$ cat config.mk
export PLATFORM = sky130hd
export DESIGN_NAME = hazard_ctrl
export DESIGN_NICKNAME = d
export VERILOG_FILES = /design/src/rtl/pipeline_pkg.sv /design/src/rtl/hazard_ctrl_forward_unit.sv /design/src/rtl/hazard_ctrl.sv
export SDC_FILE = /design/constraint.sdc
export NUM_CORES = 1
export LEC_CHECK = 0
export CORE_ASPECT_RATIO = 1.5
export CORE_MARGIN = 5
export CORE_UTILIZATION = 39
export CTS_BUF_LIST = sky130_fd_sc_hd__clkbuf_8
export DETAILED_ROUTE_END_ITERATION = 10
export PLACE_DENSITY_LB_ADDON = 0.05
export SYNTH_ARGS = -nofsm -noshare
export SYNTH_HDL_FRONTEND = slang
export SYNTH_SLANG_ARGS = --single-unit
export TNS_END_PERCENT = 10
$ cat constraint.sdc
create_clock -name clk -period 2.6 [get_ports clk]
set_clock_uncertainty 0.1 [all_clocks]
set_input_delay 0.26 -clock clk [delete_from_list [all_inputs] [get_ports clk]]
set_output_delay 0.26 -clock clk [all_outputs]
set_load 0.05 [all_outputs]
$ cat src/rtl/pipeline_pkg.sv
// Shared pipeline constants: forwarding select codes, debug FSM encoding, register address width.
package pipeline_pkg;

  localparam int W = 5;

  localparam logic [1:0] FWD_RF    = 2'b00;
  localparam logic [1:0] FWD_EXMEM = 2'b10;
  localparam logic [1:0] FWD_MEMWB = 2'b01;

  localparam logic [1:0] ST_RUN    = 2'd0;
  localparam logic [1:0] ST_DRAIN  = 2'd1;
  localparam logic [1:0] ST_HALTED = 2'd2;
  localparam logic [1:0] ST_STEP   = 2'd3;

endpackage

$ cat src/rtl/hazard_ctrl_forward_unit.sv
// Combinational EX operand forwarding selects; EX/MEM result beats MEM/WB write-back data.
module forward_unit
  import pipeline_pkg::*;
#(
  parameter int W      = pipeline_pkg::W,
  parameter bit FWD_EN = 1'b1
) (
  input  logic [W-1:0] rs_IDEX,
  input  logic [W-1:0] rt_IDEX,
  input  logic [W-1:0] reg_dest_addr_EXMEM,
  input  logic         wb_RegWrite_EXMEM,
  input  logic [W-1:0] reg_dest_addr_MEMWB,
  input  logic         wb_RegWrite_MEMWB,
  output logic [1:0]   fwd_a_EX,
  output logic [1:0]   fwd_b_EX
);

  function automatic logic [1:0] select(input logic [W-1:0] src);
    logic exmem_hit;
    logic memwb_hit;
    exmem_hit = wb_RegWrite_EXMEM && (reg_dest_addr_EXMEM != '0) && (reg_dest_addr_EXMEM == src);
    memwb_hit = wb_RegWrite_MEMWB && (reg_dest_addr_MEMWB != '0) && (reg_dest_addr_MEMWB == src);
    if (!FWD_EN)        return FWD_RF;
    else if (exmem_hit) return FWD_EXMEM;
    else if (memwb_hit) return FWD_MEMWB;
    else                return FWD_RF;
  endfunction

  always_comb begin
    fwd_a_EX = select(rs_IDEX);
    fwd_b_EX = select(rt_IDEX);
  end

endmodule

$ cat src/rtl/hazard_ctrl.sv
// Hazard, forwarding and debug halt/step controller for the five-stage pipeline,
// with saturating stall and flush event counters.
module hazard_ctrl
  import pipeline_pkg::*;
#(
  parameter int W      = pipeline_pkg::W,
  parameter int CNT_W  = 16,
  parameter int DRAIN  = 3,
  parameter bit FWD_EN = 1'b1
) (
  input  logic             clk,
  input  logic             reset,
  input  logic [W-1:0]     rs_IFID,
  input  logic [W-1:0]     rt_IFID,
  input  logic [W-1:0]     rs_IDEX,
  input  logic [W-1:0]     rt_IDEX,
  input  logic [W-1:0]     reg_dest_addr_IDEX,
  input  logic             m_MemRead_IDEX,
  input  logic [W-1:0]     reg_dest_addr_EXMEM,
  input  logic             wb_RegWrite_EXMEM,
  input  logic [W-1:0]     reg_dest_addr_MEMWB,
  input  logic             wb_RegWrite_MEMWB,
  input  logic             pcSrc_MEM,
  input  logic             dbg_halt_req,
  input  logic             dbg_step,
  input  logic             dbg_resume,
  output logic [1:0]       fwd_a_EX,
  output logic [1:0]       fwd_b_EX,
  output logic             pc_write,
  output logic             ifid_write,
  output logic             idex_bubble,
  output logic             flush_IFID,
  output logic             flush_IDEX,
  output logic             flush_EXMEM,
  output logic             halted,
  output logic [CNT_W-1:0] stall_cnt,
  output logic [CNT_W-1:0] flush_cnt
);

  localparam int DC_W = (DRAIN > 1) ? $clog2(DRAIN) : 1;
  localparam logic [DC_W-1:0] DRAIN_LAST = DC_W'(DRAIN - 1);

  logic [1:0]      state;
  logic [1:0]      state_nxt;
  logic [DC_W-1:0] drain_cnt;
  logic [DC_W-1:0] drain_cnt_nxt;
  logic            load_use;
  logic            stall_ev;

  function automatic logic [CNT_W-1:0] sat_inc(input logic [CNT_W-1:0] v);
    return (&v) ? v : v + CNT_W'(1);
  endfunction

  forward_unit #(.W(W), .FWD_EN(FWD_EN)) u_fwd (
    .rs_IDEX             (rs_IDEX),
    .rt_IDEX             (rt_IDEX),
    .reg_dest_addr_EXMEM (reg_dest_addr_EXMEM),
    .wb_RegWrite_EXMEM   (wb_RegWrite_EXMEM),
    .reg_dest_addr_MEMWB (reg_dest_addr_MEMWB),
    .wb_RegWrite_MEMWB   (wb_RegWrite_MEMWB),
    .fwd_a_EX            (fwd_a_EX),
    .fwd_b_EX            (fwd_b_EX)
  );

  assign load_use = m_MemRead_IDEX && (reg_dest_addr_IDEX != '0) &&
                    ((reg_dest_addr_IDEX == rs_IFID) || (reg_dest_addr_IDEX == rt_IFID));

  // A taken branch always clears the wrong path, whatever the debug state.
  assign flush_IFID  = pcSrc_MEM;
  assign flush_IDEX  = pcSrc_MEM;
  assign flush_EXMEM = pcSrc_MEM;
  assign halted      = (state == ST_HALTED);

  always_comb begin
    pc_write    = 1'b1;
    ifid_write  = 1'b1;
    idex_bubble = 1'b0;
    stall_ev    = 1'b0;
    case (state)
      ST_RUN: begin
        if (!pcSrc_MEM && load_use) begin
          pc_write    = 1'b0;
          ifid_write  = 1'b0;
          idex_bubble = 1'b1;
          stall_ev    = 1'b1;
        end
      end
      ST_DRAIN: begin
        pc_write    = pcSrc_MEM;
        ifid_write  = 1'b0;
        idex_bubble = 1'b1;
      end
      ST_HALTED: begin
        pc_write    = 1'b0;
        ifid_write  = 1'b0;
        idex_bubble = 1'b1;
      end
      default: begin
        pc_write   = 1'b1;
        ifid_write = 1'b1;
      end
    endcase
  end

  always_comb begin
    state_nxt     = state;
    drain_cnt_nxt = drain_cnt;
    case (state)
      ST_RUN: begin
        if (dbg_halt_req) begin
          state_nxt     = ST_DRAIN;
          drain_cnt_nxt = '0;
        end
      end
      ST_DRAIN: begin
        if (dbg_resume) begin
          state_nxt     = ST_RUN;
          drain_cnt_nxt = '0;
        end else if (pcSrc_MEM) begin
          drain_cnt_nxt = '0;
        end else if (drain_cnt == DRAIN_LAST) begin
          state_nxt     = ST_HALTED;
          drain_cnt_nxt = '0;
        end else begin
          drain_cnt_nxt = drain_cnt + DC_W'(1);
        end
      end
      ST_HALTED: begin
        if (dbg_resume)    state_nxt = ST_RUN;
        else if (dbg_step) state_nxt = ST_STEP;
      end
      default: begin
        state_nxt     = ST_DRAIN;
        drain_cnt_nxt = '0;
      end
    endcase
  end

  always_ff @(posedge clk or negedge reset) begin
    if (!reset) begin
      state     <= ST_RUN;
      drain_cnt <= '0;
      stall_cnt <= '0;
      flush_cnt <= '0;
    end else begin
      state     <= state_nxt;
      drain_cnt <= drain_cnt_nxt;
      if (stall_ev)  stall_cnt <= sat_inc(stall_cnt);
      if (pcSrc_MEM) flush_cnt <= sat_inc(flush_cnt);
    end
  end

endmodule

# After elaboration in Yosys (flattened, before gate mapping)
# Index checks and enable logic that the tools add are counted.
# op_classes
add_sub_neg,3
n_eq_ne,13
muxes,22
n_bitwise,3
reduce_logical,22
# ops
op,count
adder 16 x 1 -> 16 bit (second input constant),2
AND reduction 16 bit,2
equality test 5 bit,6
two-way mux 2 bit,12
nonzero test 5 bit,3
case mux 2 bit (3 select lines),2
logical AND 1 bit,9
inequality test 3 bit (second input constant),3
AND reduction 2 bit,3
two-way mux 1 bit,5
equality test 2 bit (second input constant),2
case mux 1 bit (2 select lines),2
AND reduction 4 bit,1
NOT 1 bit,3
case mux 1 bit (3 select lines),1
adder 2 x 1 -> 2 bit (second input constant),1
equality test 2 x 1 -> 1 bit (second input constant),1
logical NOT 2 bit,1
inequality test 2 bit (second input constant),1
OR reduction 2 bit,1
logical NOT 1 bit,1
logical OR 1 bit,1
# totals
reg_bits,36
in_bits,44
output_inout_bits,43

# Logic depth before layout (Yosys ltp)
# depth
ltp_word,7
ltp_mapped,7

# Cells and area by module
# From an unflattened synthesis, not the netlist that was laid out.
# unflattened
hier_cells,237
hier_area_um2,2351.0
# modules_own_cells
mod,instances,cells_per_inst,area_each_um2,seq_area_each_um2
hazard_ctrl,1,203,2093.3,900.9
forward_unit,1,34,257.7,0.0

# Least setup slack after synthesis
# Ideal clock, no wire load.
# synth_path
path_kind,input-to-output
start,input port reg_dest_addr_EXMEM[4]
end,output port fwd_a_EX[0]
arrival_time_ps,2625
slack_ps,-385
path_stages,4
path_buffers,0
path_cell_list,xnor2_1 > nand3_1 > nor4_1 > nor4_2
# synth_between
elab_chain_cells,4
# synth_rtl
item,line_no,rtl
"start, declared",hazard_ctrl.sv:19,"input logic [W-1:0] reg_dest_addr_EXMEM,"
nonzero test 5 bit,hazard_ctrl_forward_unit.sv:21,exmem_hit = wb_RegWrite_EXMEM && (reg_dest_addr_EXMEM != '0) && (reg_dest_addr_EXMEM == src);
logical AND 1 bit,hazard_ctrl_forward_unit.sv:21,
logical AND 1 bit *,hazard_ctrl_forward_unit.sv:21,
two-way mux 2 bit *,hazard_ctrl_forward_unit.sv:24,else if (exmem_hit) return FWD_EXMEM;
"end, declared",hazard_ctrl.sv:27,"output logic [1:0] fwd_a_EX,"
# Mark *: on every way between the ends. The rest lies on a longest branch, timed or not.

# Final worst setup path
# layout_path
start,input port reg_dest_addr_EXMEM[2]
end,output port fwd_b_EX[0]
# layout_between
elab_chain_cells,4
# layout_rtl
item,line_no,rtl
nonzero test 5 bit,hazard_ctrl_forward_unit.sv:21,
logical AND 1 bit,hazard_ctrl_forward_unit.sv:21,
logical AND 1 bit *,hazard_ctrl_forward_unit.sv:21,
two-way mux 2 bit *,hazard_ctrl_forward_unit.sv:24,
"end, declared",hazard_ctrl.sv:28,"output logic [1:0] fwd_b_EX,"
# Marked as above.

==> summary.txt <==
Place
  – Pre-CTS setup slack: ~0.12 ns
  – Dpl cell area: 3390 um2
  – Cells after DPL: about 390
  – Port Buffers: 86
  – Final HPWL DP: roughly 4.7 mm
  – GP Congestion: ~0.80

Logic synthesis
  – Synth Cell Area: roughly 2400 um2
  – Syn_nets: ~280
  – Commonest cells in the netlist: dfrtp_1, xnor2_1, xor2_1
  – Cell variety after synth: 44
  – Flops & latches, synth: 36
  – Cell taking the most area after synthesis: dfrtp_1
  – Post-Syn Instances: about 230
  – Syn. warnings: 0
  – Synth top area cells: dfrtp_1, xnor2_1, xor2_1
  – Async S/R FF share, synth: between 90% and 100%
  – Sequential area share after synthesis: between 30% and 40%
  – Synth top area share: 37.9%
  – EDFF count, synth: 0
  – Synth Area per Inst: approximately 10 um2
  – Top FF cell, synth: dfrtp_1
  – Cell with the most instances after synthesis: dfrtp_1

Detailed routing
  – WL met2: between 3 and 4 mm
  – Met1 WL: approximately 2.3 mm
  – Vias post-DR: 2019
  – Antenna-violating nets left: 0
  – Max layer used: met4
  – # DRC: 0
  – Detailed-route wire length per cell: around 14 um
  – Final WL: a little under 6 mm
  – Met3 wire length: 333 um
  – Routed vias/inst: between 5 and 6
  – Initial DRC count: between 40 and 50
  – Iteration count of the initial detailed-routing pass: 4

Critical path
  – Worst r2r src: state[0]
  – CP arrival: between 2 and 2.5 ns
  – Reg2reg setup slack: roughly 0.55 ns
  – FF-to-FF End: stall_cnt[1]
  – Worst r2r path cells: 7
  – CP startpoint: reg_dest_addr_EXMEM[2]
  – Endpoint of the worst setup timing path: fwd_b_EX[0]
  – Req. time, crit path: ~2.2 ns
  – Type of origin of the critical path: primary input
  – CP max-delay cell: or4_1
  – CP endpoint kind: output port
  – Setup CP Type: in2out
  – CP Max Fanout: 2
  – CP Cell Sequence: clkdlybuf4s50_1 > or4_1 > o21ai_1 > nor4_1 > nor4_2 > buf_12
  – Crit-path max cell delay: approximately 0.50 ns

STA
  – Worst-Margin Slew: roughly 0.7 ns
  – Post-route setup TNS: 0 ns
  – Tcrit/Tclk final: 94.6%
  – Fin. Hold Viols: 0
  – Slew HR: between 50% and 60%
  – Period minus WS final: roughly 2.5 ns
  – Min setup slack post-route: around 0.14 ns
  – Fmax achieved: around 410 MHz
  – Final-report setup violation count: 0
  – Unrepaired setup endpoints after global routing: false
  – Final Max Slew Viols: 0

Global routing
  – GRT Util Overall: roughly 15%
  – Largest net degree at the start of global routing: 37
  – Initial antenna violation count: 0
  – First-pass GRT wire length: roughly 9.5 mm
  – Global route overflow: 0
  – Vias in the first global route: between 2000 and 2500

Die
  – Die area: 7790 um2
  – Io pins: between 80 and 90
  – FP Rows: 35
  – Die Ht: approximately 110 um
  – Initial Util: 39.4%
  – Chip width: about 74 um
  – Core area: a little over 6000 um2

Clock tree
  – CTS tree: built
  – Post-CTS Setup Inserts: 0
  – CTS root buf: clkbuf_8
  – Insertion delay to the later sink of the worst-skew pair: between 0.2 and 0.3 ns
  – CTS sink cnt: 36
  – CTS max path bufs: 2
  – Num CTS Buffers: 5
  – Post-cts sizing count: 0
  – CTS Hold Buffers Added: 0
  – Worst-path clk slew: roughly 0.080 ns
  – Htree depth: 2

Power
  – PwrDens: between 700 and 800 nW/um2
  – Peak VDD IR: approximately 1.2 mV
  – Design Power: ~2.5 mW
  – Leakage dissipation: around 1.4 nW

Finish
  – Fin cells: around 400
  – Ant. Diodes: 0
  – Share of layout cells above drive strength 1: roughly 15%
  – Area growth syn-to-layout: 47.1%
  – Non-Filler Cell Area, Final: ~3500 um2
  – Fin nets: between 300 and 400
  – Final-layout fill cell count: about 570

Worst hold path
  – Hold Path Class: in2async

Outcome
  – Status: complete, no violations

Job
  – Max-cap violations: 0
layout by cell type, fill, tap and decap left out, types with 2 or more instances in the layout:
cell and count:
clkdlybuf4s50_1 76, dfrtp_1 36, xnor2_1 35, xor2_1 22, nand3_1 20, nor2_1 13
nand2_1 12, nand4_1 12, buf_4 10, inv_1 7, nand2b_1 6, and3_1 6
ha_1 6, buf_12 6, clkbuf_8 5, or4_1 4, nor4_2 4, a21oi_1 4
o21ai_0 3, nor4_1 3, nor3_1 3, nor3b_2 3, and4_1 2, mux2_2 2
mux2_1 2, nand4_2 2, and2_2 2
per-layer routing:
metal  up-vias  track usage (%)
met1       933             17.4
met2        58             26.8
met4         0             6.22
met3        13             3.72
li1       1015                -
met5         -                0
area by class of cell:
| cell class | count | area, um2 | share of cell area, % |
|---|---|---|---|
| multi-input cells | 185 | 1410 | 40.4 |
| repair buffers | 92 | 956 | 27.3 |
| flip-flops and latches | 36 | 901 | 25.7 |
| well taps | 74 | 92.6 | 2.65 |
| clock buffers | 5 | 68.8 | 1.97 |
| clock inverters | 3 | 42.5 | 1.22 |
| inverters | 7 | 26.3 | 0.751 |
sequential cells by signal, indices dropped and copies added, names as in the netlist:
signal / flops
flush_cnt: 16
drain_cnt: 2
state: 2
stall_cnt: 16
where the power goes:
group          switching, mW  internal (mW)
combinational          0.710          0.506
clock                  0.208          0.284
sequential             0.104          0.644
total                   1.02           1.43
critical path, delay by kind of cell:
kind | cells | cell delay (ns)
AND/OR/NAND/NOR | 3 | 1.04
buffers and inverters | 2 | 0.62
AO/OA/AOI/OAI | 1 | 0.19
worst min-delay path by stage:
stage | from | end | slack, ns
after global placement | flush_cnt[5] | flush_cnt[5] | 0.38
after floorplan | reset | drain_cnt[0] | -0.14
after detailed placement | flush_cnt[15] | flush_cnt[15] | 0.39
after global routing | reset | flush_cnt[13] | 0.32
final | reset | flush_cnt[14] | 0.28
after CTS | reset | flush_cnt[14] | 0.29
cell families (layout without fill, tap and decap cells):
group	Yosys count	in the layout	synth area share, %
flip-flops	36	36	37.9
XOR/XNOR	57	57	21.0
AND/OR/NAND/NOR	99	99	26.1
adder cells (fa/ha/maj)	6	6	3.16
multiplexers	6	6	2.95
buffers and inverters	12	107	3.00
AO/OA/AOI/OAI	17	17	5.89
stage by stage:
| stage | utilization [%] | hold slack (ns) |
|---|---|---|
| after global placement | 56.1 | 0.375 |
| final | 57.9 | 0.281 |
| after CTS | 57.9 | 0.295 |
| after floorplan | - | -0.136 |
| after detailed placement | 56.1 | 0.387 |
| after global routing | 57.9 | 0.322 |
Note: power is estimated with default switching activity, not from simulation.
